## config.mk

```make
export PLATFORM = sky130hd
export DESIGN_NAME = seq_acc_sched
export DESIGN_NICKNAME = d
export VERILOG_FILES = /design/src/rtl/seq_acc_sched.sv
export SDC_FILE = /design/constraint.sdc
export NUM_CORES = 1
export LEC_CHECK = 0
export BUFFER_PORTS_ARGS = -buffer_cell sky130_fd_sc_hd__buf_2
export CAP_MARGIN = 25
export CORE_AREA = 2 2 625 627
export DETAILED_ROUTE_END_ITERATION = 10
export DIE_AREA = 0 0 627 629
export SLEW_MARGIN = 20
export SYNTH_ARGS = -nofsm -noshare
export SYNTH_HDL_FRONTEND = slang
export SYNTH_SLANG_ARGS = --single-unit
```

## constraint.sdc

```tcl
create_clock -name clk -period 9.8 [get_ports clk]
set_input_delay 1.96 -clock clk [delete_from_list [all_inputs] [get_ports clk]]
set_output_delay 1.96 -clock clk [all_outputs]
set_load 0.03 [all_outputs]
```

## src/rtl/seq_acc_sched.sv

```systemverilog
// seq_acc_sched: job-level controller feeding seq_acc and draining its results.
// Optional one-entry prefetch enabled by defining SEQ_ACC_SCHED_PREFETCH_EN.
module seq_acc_sched #(
    parameter int inputElements  = 128,
    parameter int inputBits      = 5,
    parameter int outputElements = 32,
    parameter int outputBits     = 4,
    parameter int addrBits       = 10,
    parameter int maxOutstanding = 2
) (
    input  logic                                 clk,
    input  logic                                 nrst,
    input  logic                                 start_i,
    input  logic [addrBits-1:0]                  num_vec_i,
    input  logic [addrBits-1:0]                  in_base_i,
    input  logic [addrBits-1:0]                  out_base_i,
    output logic                                 busy_o,
    output logic                                 done_o,
    output logic                                 err_o,
    output logic                                 act_rd_en_o,
    output logic [addrBits-1:0]                  act_rd_addr_o,
    input  logic [inputElements*inputBits-1:0]   act_rd_data_i,
    output logic [inputElements*inputBits-1:0]   mac_data_o,
    output logic                                 mac_valid_o,
    input  logic                                 mac_ready_i,
    input  logic                                 acc_valid_i,
    input  logic [outputElements*outputBits-1:0] acc_data_i,
    output logic                                 out_wr_en_o,
    output logic [addrBits-1:0]                  out_wr_addr_o,
    output logic [outputElements*outputBits-1:0] out_wr_data_o
);

    localparam int IW = inputElements * inputBits;
    localparam int OW = outputElements * outputBits;
    localparam int CW = addrBits + 1;

    typedef enum logic [2:0] {
        S_IDLE, S_FETCH, S_WAIT, S_ISSUE, S_DRAIN, S_DONE
    } state_t;

    state_t                state_q, state_d;
    logic [CW-1:0]         num_q, num_d;
    logic [addrBits-1:0]   in_base_q, in_base_d;
    logic [addrBits-1:0]   out_base_q, out_base_d;
    logic [CW-1:0]         issue_q, issue_d;
    logic [CW-1:0]         fetch_q, fetch_d;
    logic [CW-1:0]         ret_q, ret_d;
    logic [CW-1:0]         outst_q, outst_d;
    logic                  err_q, err_d;
    logic [IW-1:0]         hold_q, hold_d;
`ifdef SEQ_ACC_SCHED_PREFETCH_EN
    logic [IW-1:0]         pf_q, pf_d;
    logic                  pf_valid_q, pf_valid_d;
    logic                  pend_q, pend_d;
`endif

    logic ret_ok;
    logic can_issue;
    logic hs;
    logic last;

    // Return-path qualification and issue gating against the outstanding cap.
    always_comb begin
        ret_ok    = acc_valid_i && (state_q != S_IDLE) && (outst_q != '0);
        can_issue = (outst_q < CW'(maxOutstanding)) ||
                    ((outst_q == CW'(maxOutstanding)) && ret_ok);
        mac_valid_o = (state_q == S_ISSUE) && can_issue;
        hs        = mac_valid_o && mac_ready_i;
        last      = (issue_q + CW'(1)) == num_q;
    end

    // Next-state logic, counters and the activation read strobe.
    always_comb begin
        state_d       = state_q;
        num_d         = num_q;
        in_base_d     = in_base_q;
        out_base_d    = out_base_q;
        issue_d       = issue_q;
        fetch_d       = fetch_q;
        ret_d         = ret_q + CW'(ret_ok);
        outst_d       = outst_q + CW'(hs) - CW'(ret_ok);
        err_d         = err_q | (acc_valid_i && !ret_ok);
        hold_d        = hold_q;
        act_rd_en_o   = 1'b0;
        act_rd_addr_o = '0;
`ifdef SEQ_ACC_SCHED_PREFETCH_EN
        pf_d          = pf_q;
        pf_valid_d    = pf_valid_q;
        if (state_q == S_ISSUE && !pf_valid_q && !pend_q &&
            fetch_q < num_q) begin
            act_rd_en_o   = 1'b1;
            act_rd_addr_o = in_base_q + fetch_q[addrBits-1:0];
            fetch_d       = fetch_q + CW'(1);
        end
        if (state_q == S_ISSUE && pend_q && !(hs && !last)) begin
            pf_d       = act_rd_data_i;
            pf_valid_d = 1'b1;
        end
`endif
        unique case (state_q)
            S_IDLE: begin
                if (start_i) begin
                    err_d = 1'b0;
                    if (num_vec_i != '0) begin
                        num_d      = {1'b0, num_vec_i};
                        in_base_d  = in_base_i;
                        out_base_d = out_base_i;
                        issue_d    = '0;
                        fetch_d    = '0;
                        ret_d      = '0;
                        outst_d    = '0;
`ifdef SEQ_ACC_SCHED_PREFETCH_EN
                        pf_valid_d = 1'b0;
`endif
                        state_d    = S_FETCH;
                    end else begin
                        state_d = S_DONE;
                    end
                end
            end
            S_FETCH: begin
                act_rd_en_o   = 1'b1;
                act_rd_addr_o = in_base_q + fetch_q[addrBits-1:0];
                fetch_d       = fetch_q + CW'(1);
                state_d       = S_WAIT;
            end
            S_WAIT: begin
                hold_d  = act_rd_data_i;
                state_d = S_ISSUE;
            end
            S_ISSUE: begin
                if (hs) begin
                    issue_d = issue_q + CW'(1);
                    if (last) begin
                        state_d = S_DRAIN;
                    end else begin
`ifdef SEQ_ACC_SCHED_PREFETCH_EN
                        if (pf_valid_q) begin
                            hold_d     = pf_q;
                            pf_valid_d = 1'b0;
                        end else if (pend_q) begin
                            hold_d = act_rd_data_i;
                        end else begin
                            state_d = S_WAIT;
                        end
`else
                        state_d = S_FETCH;
`endif
                    end
                end
            end
            S_DRAIN: begin
                if (ret_q == num_q) state_d = S_DONE;
            end
            S_DONE: begin
                state_d = S_IDLE;
            end
            default: begin
                state_d = S_IDLE;
            end
        endcase
`ifdef SEQ_ACC_SCHED_PREFETCH_EN
        pend_d = act_rd_en_o;
`endif
    end

    // Output buffer write path and status outputs.
    always_comb begin
        busy_o        = state_q != S_IDLE;
        done_o        = state_q == S_DONE;
        err_o         = err_q;
        mac_data_o    = hold_q;
        out_wr_en_o   = ret_ok;
        out_wr_addr_o = '0;
        out_wr_data_o = '0;
        if (ret_ok) begin
            out_wr_addr_o = out_base_q + ret_q[addrBits-1:0];
            out_wr_data_o = acc_data_i;
        end
    end

    // State and datapath registers.
    always_ff @(posedge clk or negedge nrst) begin
        if (!nrst) begin
            state_q    <= S_IDLE;
            num_q      <= '0;
            in_base_q  <= '0;
            out_base_q <= '0;
            issue_q    <= '0;
            fetch_q    <= '0;
            ret_q      <= '0;
            outst_q    <= '0;
            err_q      <= 1'b0;
            hold_q     <= '0;
`ifdef SEQ_ACC_SCHED_PREFETCH_EN
            pf_q       <= '0;
            pf_valid_q <= 1'b0;
            pend_q     <= 1'b0;
`endif
        end else begin
            state_q    <= state_d;
            num_q      <= num_d;
            in_base_q  <= in_base_d;
            out_base_q <= out_base_d;
            issue_q    <= issue_d;
            fetch_q    <= fetch_d;
            ret_q      <= ret_d;
            outst_q    <= outst_d;
            err_q      <= err_d;
            hold_q     <= hold_d;
`ifdef SEQ_ACC_SCHED_PREFETCH_EN
            pf_q       <= pf_d;
            pf_valid_q <= pf_valid_d;
            pend_q     <= pend_d;
`endif
        end
    end

endmodule

```

==> Word-level counts from Yosys, hierarchy flattened <==
Cells that the tools add are included.
W data, S select, Z words.
{ "totals": {"out_inout_bits": 794, "regBits": 718, "wordCells": 72} }
{ "op_classes": {"n_reduce_logical": 18, "mux": 23, "order_cmp": 1, "n_bitwise": 1, "n_eq_ne": 12, "add_sub_neg": 7} }
{ "ops": {"columns": ["op", "count"], "rows": [
  ["$mux W128", 1],
  ["$mux W11", 9],
  ["$pmux W11 S2", 2],
  ["$add A11 B1 Y11", 2],
  ["$add A11 B1 Y11 const B", 2],
  ["$eq A11 B10 Y1", 2],
  ["$add A10 B10 Y10", 2],
  ["$mux W10", 2],
  ["$mux W3", 5],
  ["$pmux W3 S5", 1],
  ["$eq A11 B2 Y1 const B", 1],
  ["$lt A11 B2 Y1 const B", 1],
  ["$reduce_bool A11 Y1", 1],
  ["$sub A11 B1 Y11", 1],
  ["$reduce_bool A10 Y1", 1],
  ["$reduce_and A3 Y1", 3],
  ["$ne A2 B2 Y1 const B", 4],
  ["$eq A3 B2 Y1 const B", 2],
  ["$eq A3 B3 Y1 const B", 2],
  ["$logic_and A1 B1 Y1", 6],
  ["$reduce_and A4 Y1", 1],
  ["$reduce_bool A2 Y1", 2],
  ["$eq A3 B1 Y1 const B", 1],
  ["$logic_not A3 Y1", 1],
  ["other kinds (5)", 7]
]} }

==> Longest topological paths before layout <==
Gate-level depths: netlist (run 1).
{ "logic_depth": {"word_depth": 12, "mapped_depth": 19, "depth_no_buf": 17} }

==> Least setup slack after synthesis (run 1) <==
No wires, ideal clock.
{ "synth_path": {"kind": "input to output", "startpoint": "input port acc_valid_i", "endpoint": "output port out_wr_addr_o[9]", "t_required_ps": 7840, "arrival_time_ps": 3519, "n_path_buf": 2, "setup_slack_ps": 4321, "stages": 7, "cell_sequence": "nand2_1 -> a21o_1 -> buf_2 -> inv_1 -> clkbuf_1 -> nand2_1 -> mux2i_1"} }
{ "synth_between": {"elab_chain_len": 3} }
{ "synth_rtl": {"columns": ["item", "line", "rtl"], "rows": [
  ["start: declaration", "26", "input logic acc_valid_i,"],
  ["$logic_and A1 B1 Y1 (2 in series)", "64", "ret_ok = acc_valid_i && (state_q != S_IDLE) && (outst_q != '0);"],
  ["net out_wr_en_o", "28", "output logic out_wr_en_o,"],
  ["$mux W10", "176", "if (ret_ok) begin"],
  ["end: declaration", "29", "output logic [addrBits-1:0] out_wr_addr_o,"]
]} }
The timed path passes the listed nets, and every way through them passes these cells.

==> Worst setup path after layout (run 1) <==
{ "layout_path": {"startpoint": "input port acc_valid_i", "endpoint": "output port out_wr_addr_o[8]"} }
{ "layout_between": {"elab_chain_len": 3} }
{ "layout_rtl": {"columns": ["item", "line"], "rows": [
  ["$logic_and A1 B1 Y1 (2 in series)", "64"],
  ["$mux W10", "176"]
]} }
Every way passes these cells.

==> results of run 1 <==
==> worst max-delay path: cells and delay by family <==
family | cells | cell delay (ns)
buf+inv | 4 | 1.20
simple gates | 2 | 0.15
compound gates | 2 | 0.48
==> cells in the final DEF, fill, tap and decap left out, types with 4 or more instances in the layout <==
| master | instances |
|---|---|
| and2_1 | 133 |
| ha_1 | 44 |
| clkinvlp_4 | 9 |
| clkbuf_8 | 22 |
| nand2_1 | 20 |
| nand2b_1 | 5 |
| a22o_1 | 5 |
| clkbuf_1 | 10 |
| o21a_1 | 4 |
| clkinv_2 | 14 |
| nor2_1 | 62 |
| a21oi_1 | 28 |
| nor3_1 | 12 |
| nand3_1 | 19 |
| nand4_1 | 8 |
| xor2_1 | 20 |
| inv_1 | 29 |
| mux2_2 | 671 |
| o21bai_1 | 7 |
| clkbuf_16 | 104 |
| a21o_1 | 9 |
| buf_2 | 1595 |
| o21ai_0 | 27 |
| diode_2 | 84 |
| buf_12 | 5 |
| dfrtp_1 | 717 |
| and3_1 | 6 |
| clkinv_4 | 7 |
| a211oi_1 | 4 |
| nor2b_1 | 4 |
| buf_4 | 17 |
| xnor2_1 | 37 |
| or3_1 | 8 |
| bufinv_16 | 10 |
| a2111oi_0 | 7 |
| inv_6 | 7 |
==> cell families (layout without fill, tap and decap cells) <==
| logic type | Yosys count | in the layout | synth area share, % |
|---|---|---|---|
| DFF | 717 | 717 | 60.7 |
| muxes | 672 | 672 | 25.6 |
| and+or+nand+nor | 295 | 295 | 5.52 |
| buffers and inverters | 126 | 1835 | 1.88 |
| AOI/OAI and AO/OA | 112 | 112 | 2.48 |
| xor gates and xnor gates | 57 | 57 | 1.69 |
| adders and majority gates | 47 | 47 | 2.07 |
| other | 0 | 84 | 0 |
==> metrics by stage <==
step,instances,util (%),total power [mW],instance area [sq um]
finish,9016,12.3,19.3,47600
global route,8984,12.3,20.4,47600
CTS,8931,12.2,19.7,47400
detailed placement,8745,11.3,15.5,43800
global placement,8743,11.3,15.4,43800
floorplan,2026,-,10.6,29500
==> cell usage after synthesis (all sizes together), types with 2 or more instances <==
| cell | n |
|---|---|
| nor4 | 4 |
| xnor2 | 37 |
| or2 | 2 |
| or3 | 9 |
| o211ai | 3 |
| nand3 | 19 |
| or4 | 2 |
| a31oi | 3 |
| ha | 44 |
| nor2 | 63 |
| a21o | 9 |
| nand2 | 20 |
| and3 | 7 |
| a41oi | 2 |
| a2111oi | 7 |
| a211oi | 4 |
| dfrtp | 717 |
| o21a | 4 |
| nor3 | 14 |
| buf | 67 |
| nand2b | 5 |
| inv | 30 |
| xor2 | 20 |
| a22o | 5 |
| fa | 3 |
| a21oi | 28 |
| nand4 | 9 |
| nor2b | 4 |
| and2 | 133 |
| o21bai | 7 |
| o21ai | 27 |
| a221o | 2 |
| clkbuf | 29 |
| mux2 | 671 |
==> power by group <==
| part | leakage (nW) | total [mW] | internal [mW] | switching, mW |
|---|---|---|---|---|
| combinational | 10.8 | 9.94 | 2.86 | 7.07 |
| sequential | 8.58 | 5.33 | 4.45 | 0.885 |
| clock | 1.74 | 4.04 | 2.38 | 1.66 |
==> state kept, by name, summed over array words and instances, names as in the netlist <==
name        count
mac_data_o    640
issue_q        11
outst_q        11
ret_q          11
fetch_q        10
in_base_q      10
num_q          10
out_base_q     10
state_q         3
err_o           1
==> per-layer routing <==
metal	track usage [%]	up-vias	share of wire, %
li1	-	10500	-
met1	12.9	12100	31
met2	24.0	1918	48
met3	9.66	901	16
met4	4.37	58	4.8
met5	0	-	0.13
==> how the worst max path moves through the flow <==
stage | startpoint | to | slack (ns) | cells past startpoint
after floorplan | acc_valid_i | out_wr_addr_o[9] | 4.32 | 7
after global placement | acc_valid_i | out_wr_addr_o[8] | 4.12 | 8
after detailed placement | acc_valid_i | out_wr_addr_o[8] | 3.96 | 8
after CTS | acc_valid_i | out_wr_addr_o[8] | 3.96 | 8
after global routing | acc_valid_i | out_wr_addr_o[8] | 3.74 | 8
final | acc_valid_i | out_wr_addr_o[8] | 4.02 | 8
==> layout make-up <==
cell class	instances	area [sq um]	share of cell area (%)
antenna	84	210	0.441
clock inverter	50	628	1.32
timing repair buffer	1619	8250	17.3
inverter	30	114	0.239
multi-input combinational	1183	11100	23.2
tap	5197	6500	13.6
clock buffer	136	2940	6.18
sequential	717	17900	37.7
==> qor.csv, run 1 <==
metric,value,unit
status,completed,
drv_cap,0,
cts_max_level,3,
place_ws,3.96,ns
min_period,5.78,ns
holdPathStages,1,
synth_ff_type,dfrtp_1,
area_delta_synth_final,61.3,%
dr.pass1.iters,4,
grt_usage,13.9,%
ys_top_cells_by_area,"dfrtp_1 61%, mux2_2 26%, and2_1 2.8%, ha_1 1.9%, buf_2 1.1%",
die_h,629,um
r2r_cells,17,
cp_max_fo,133,
row_count,229,
routedWlPerCell,31.4,um
netlist_instances,2026,
clock-sinks,717,
antenna_found_initial,434,
seq_area_frac_synth,60.7,%
fin_ws,4.02,ns
syn_area,0.0295,sq mm
holdCritStartpoint,mac_data_o[419]$_DFFE_PN0P_,
dr_total_vias,25400,
synth_fp_nets,2876,
fill_cells,44300,
start_kind,primary input,
cp_cell_sequence,buf_2 > nand2_1 > a21o_1 > clkinv_2 > buf_4 > nand2_1 > o21ai_0 > buf_2,
setup_viol,0,
wl,283000,um
slowest_stage,buf_4,
clk_pin_slew,0.05,ns
die_w,627,um
cts_resized,0,
ir_drop,0.205,mV
cp_data_required_time,7.84,ns
fmax,173,MHz
ys_ff_latch,717,
timing.rr.end,outst_q[8]$_DFF_PN0_,
hold-worst-slack,0.495,ns
yosys.area.top_type,dfrtp_1,
synthArstFlopShare,100,%
ys_warn_count,0,
ant_nets,0,
drtIter0Drc,1376,
tns,0,ns
fin_worst_skew,0.110,ns
slowest_delay,0.63,ns
ctsHoldBuffers,0,
place.gp.congestion,0.911,
grt_pass1_vias,24300,
final_layout_size_suffix_gt1_share,66.3,%
numCtsBuffers,104,
drv_slew,0,
ys_types,56,
port-buffer-count,1596,
worst_slew_pin_slew,1.05,ns
vias_per_cell,2.82,
hold_viol_final,0,
synth_top_area_share,60.7,%
hpwl,254000,um
ios,1597,
max_slew_margin,30.2,%
period_share,58.9,%
p_leak,21.1,nW
synth.avg_cell_area,14.6,sq um
post_cts_buffers,0,
crit_type,in2out,
start_util,7.62,%
clock_path_buffers,4,
grt_max_degree,142,
insertion_delay,0.91,ns
grt_pass1_wl,334000,um
gr-total-overflow,0,
core,0.388,sq mm
cp-end-kind,output pin,
die_area,0.394,sq mm
drc,0,
arrival,3.82,ns
rsz0062_at_grt,no,
cts-root-buf,clkbuf_16,
power.density,405,mW/mm^2
r2r_start,outst_q[6]$_DFF_PN0_,
holdPathEnd,mac_data_o[419]$_DFFE_PN0P_,
reg2reg_setup_slack,5.80,ns
layout.nets,4505,
hp-class,reg2reg,
synth_enable_flop_cells,0,
cts_tree,done,
(Power assumes the default switching activity.)
==> run 2: changes to the inputs <==
Settings changed: ABC_AREA set to 1, CORE_AREA 2 2 625 627 to 2 2 630 632, DIE_AREA 0 0 627 629 to 0 0 632 634.
Clock period 9.8 ns to 5.5 ns, I/O delays scaled along.
==> run 2 against run 1 <==
Compared with the run above:
- cell count increased by 4.3%
- global-route usage increased by 1.5 points
- register-to-register slack got worse by 3.5 ns
- clock skew decreased by 0.030 ns
- critical path type is now reg2out
- critical endpoint is now out_wr_addr_o[5]
- largest cell class unchanged
- highest routed layer unchanged
==> qor.csv, run 2 <==
metric,value,unit,change
insertion_delay,0.87,ns,-0.04 ns
cts_resized,0,,unchanged
status,completed,,
synthArstFlopShare,100,%,unchanged
max_slew_margin,35.1,%,+4.9 points
area_delta_synth_final,60.7,%,
path_depth,10,,+2
syn_area,0.0300,sq mm,+1.4%
port-buffer-count,1596,,unchanged
ys_ff_latch,717,,unchanged
gr-total-overflow,0,,unchanged
core,0.394,sq mm,+1.7%
ys_warn_count,0,,unchanged
drtIter0Drc,1844,,+34%
min_period,4.73,ns,
cp_cell_sequence,inv_1 > ha_1 > nand4_1 > nor2_1 > nor3_4 > inv_4 > buf_16 > buf_4 > nor2_1 > buf_2,,
hold_viol_final,0,,unchanged
hp-class,in2async,,
critPathTopFamily,buffers and inverters,,
final_util,12.2,%,-0.075 points
row_count,231,,+0.87%
start_kind,flop,,
clock_path_buffers,4,,unchanged
yosysMostFrequentCell,dfrtp_1,,
synth_enable_flop_cells,0,,unchanged
cpMostUsedCell,nor2_1,,
die_area,0.401,sq mm,+1.6%
cp_num_buf_inv,5,,+1
layout_common_cells,"1595 x buf_2, 717 x dfrtp_1, 640 x mux2_2",,
synth_ff_type,dfrtp_1,,
slowest_delay,0.55,ns,-0.08 ns
vias_per_cell,2.87,,+1.7%
grt_max_degree,129,,-9.2%
hpwl,290000,um,+14%
numCtsBuffers,102,,-1.9%
routedWlPerCell,34.1,um,+8.9%
antenna_found_initial,381,,-12%
drv_slew,0,,unchanged
fmax,211,MHz,
final_common_cell,buf_2,,
power.density,757,mW/mm^2,+87%
place_area,0.0445,sq mm,+1.4%
tns,0,ns,unchanged
cp-end-kind,output pin,,
dr_total_vias,27000,,+6.1%
hold-worst-slack,0.150,ns,-0.345 ns
final_layout_size_suffix_gt1_share,60.0,%,-6.3 points
ios,1597,,unchanged
grt_pass1_vias,25500,,+5.1%
netlist_instances,2368,,+17%
seq_area_frac_synth,59.9,%,-0.86 points
drv_cap,0,,unchanged
drc,0,,unchanged
synth_fp_nets,3218,,+12%
wl,321000,um,+14%
synth.avg_cell_area,12.7,sq um,-13%
ctsHoldBuffers,0,,unchanged
ir_drop,0.375,mV,+83%
clk_pin_slew,0.06,ns,about the same
grt_usage,15.4,%,+1.5 points
start_util,7.60,%,-0.019 points
cp_data_required_time,4.40,ns,-3.44 ns
arrival,3.63,ns,-0.19 ns
p_leak,22.2,nW,+5.2%
setup_viol,0,,unchanged
dr.pass1.iters,5,,+1
period_share,86.1,%,
r2r_cells,18,,+1
cts_tree,done,,
synth_common_cells,"717 x dfrtp_1, 640 x mux2_2, 235 x inv_1",,
largest_reg_flops,640,,unchanged
yosys.area.top_type,dfrtp_1,,
cp_max_fo,66,,-50%
synth_top_area_share,59.9,%,-0.86 points
power,36.5,mW,+89%
post_cts_buffers,0,,unchanged
clock-sinks,717,,unchanged
finalInstanceArea,0.0482,sq mm,+1.1%
crit_type,reg2out,,
ant_nets,0,,unchanged
ys_top_cells_by_area,"dfrtp_1 60%, mux2_2 24%, inv_1 2.9%, nand2_1 2.6%, nor2_1 2.4%",,
die_w,632,um,+0.80%
ys_types,36,,-36%
grt_pass1_wl,374000,um,+12%
layout.nets,4858,,+7.8%
cts_max_level,3,,unchanged
slowest_stage,buf_4,,
worst_slew_pin_slew,0.972,ns,-0.0749 ns
rsz0062_at_grt,no,,
place.gp.congestion,0.929,,+2.1%
fin_worst_skew,0.0802,ns,-0.0298 ns
cts-root-buf,clkbuf_16,,
die_h,634,um,+0.79%
==> run 2: kinds of logic after synthesis <==
family,count (synthesis),share of synthesized area (%)
fa+ha+maj,47,2.04
xor+xnor,19,0.555
mux,640,24.1
compound gates,108,2.00
buf+inv,333,4.53
simple gates,504,6.93
flops,717,59.9
==> run 2: layout make-up <==
cell class | count | area, sq um
Fill cell | 45200 | 346000
Sequential cell | 717 | 17900
Multi-Input combinational cell | 1318 | 10700
Timing Repair Buffer | 1631 | 8420
Tap cell | 5242 | 6560
Clock buffer | 131 | 2810
Inverter | 238 | 896
Clock inverter | 49 | 649
Antenna cell | 80 | 200
==> run 2: metal layers <==
| layer | wire length (um) | vias up | part of all wire (%) | GRT usage (%) |
|---|---|---|---|---|
| li1 | - | 11200 | - | - |
| met1 | 137000 | 13100 | 43 | 19.9 |
| met2 | 123000 | 1926 | 38 | 21.0 |
| met3 | 48700 | 634 | 15 | 9.52 |
| met4 | 12200 | 42 | 3.8 | 4.02 |
| met5 | 281 | - | 0.087 | 0 |
==> run 2: stage by stage <==
stage	instances	setup WS, ns
2_1_floorplan	2368	1.78
3_5_place_dp	9145	1.14
6_report	9406	0.767
5_1_grt	9370	0.566
4_1_cts	9325	0.468
3_3_place_gp	9145	1.22
==> run 2: worst paths after layout <==
check,end,slack (ns),startpoint
min in group clk,mac_data_o[71]$_DFFE_PN0P_,0.46,act_rd_data_i[71]
worst min register to register,in_base_q[6]$_DFFE_PN0P_,0.48,in_base_q[6]$_DFFE_PN0P_
worst min-delay path,mac_data_o[55]$_DFFE_PN0P_,0.15,nrst
worst max register to register,outst_q[8]$_DFF_PN0_,2.32,outst_q[8]$_DFF_PN0_
worst max-delay path,out_wr_addr_o[5],0.77,outst_q[5]$_DFF_PN0_
max in group asynchronous,mac_data_o[140]$_DFFE_PN0P_,3.95,nrst
==> run 2: report_power, final <==
part / leakage [nW] / internal [mW] / switching, mW
Clock: 1.70 / 4.18 / 2.93
Sequential: 8.44 / 7.99 / 1.62
Combinational: 12.1 / 5.61 / 14.1
Total: 22.2 / 17.8 / 18.7
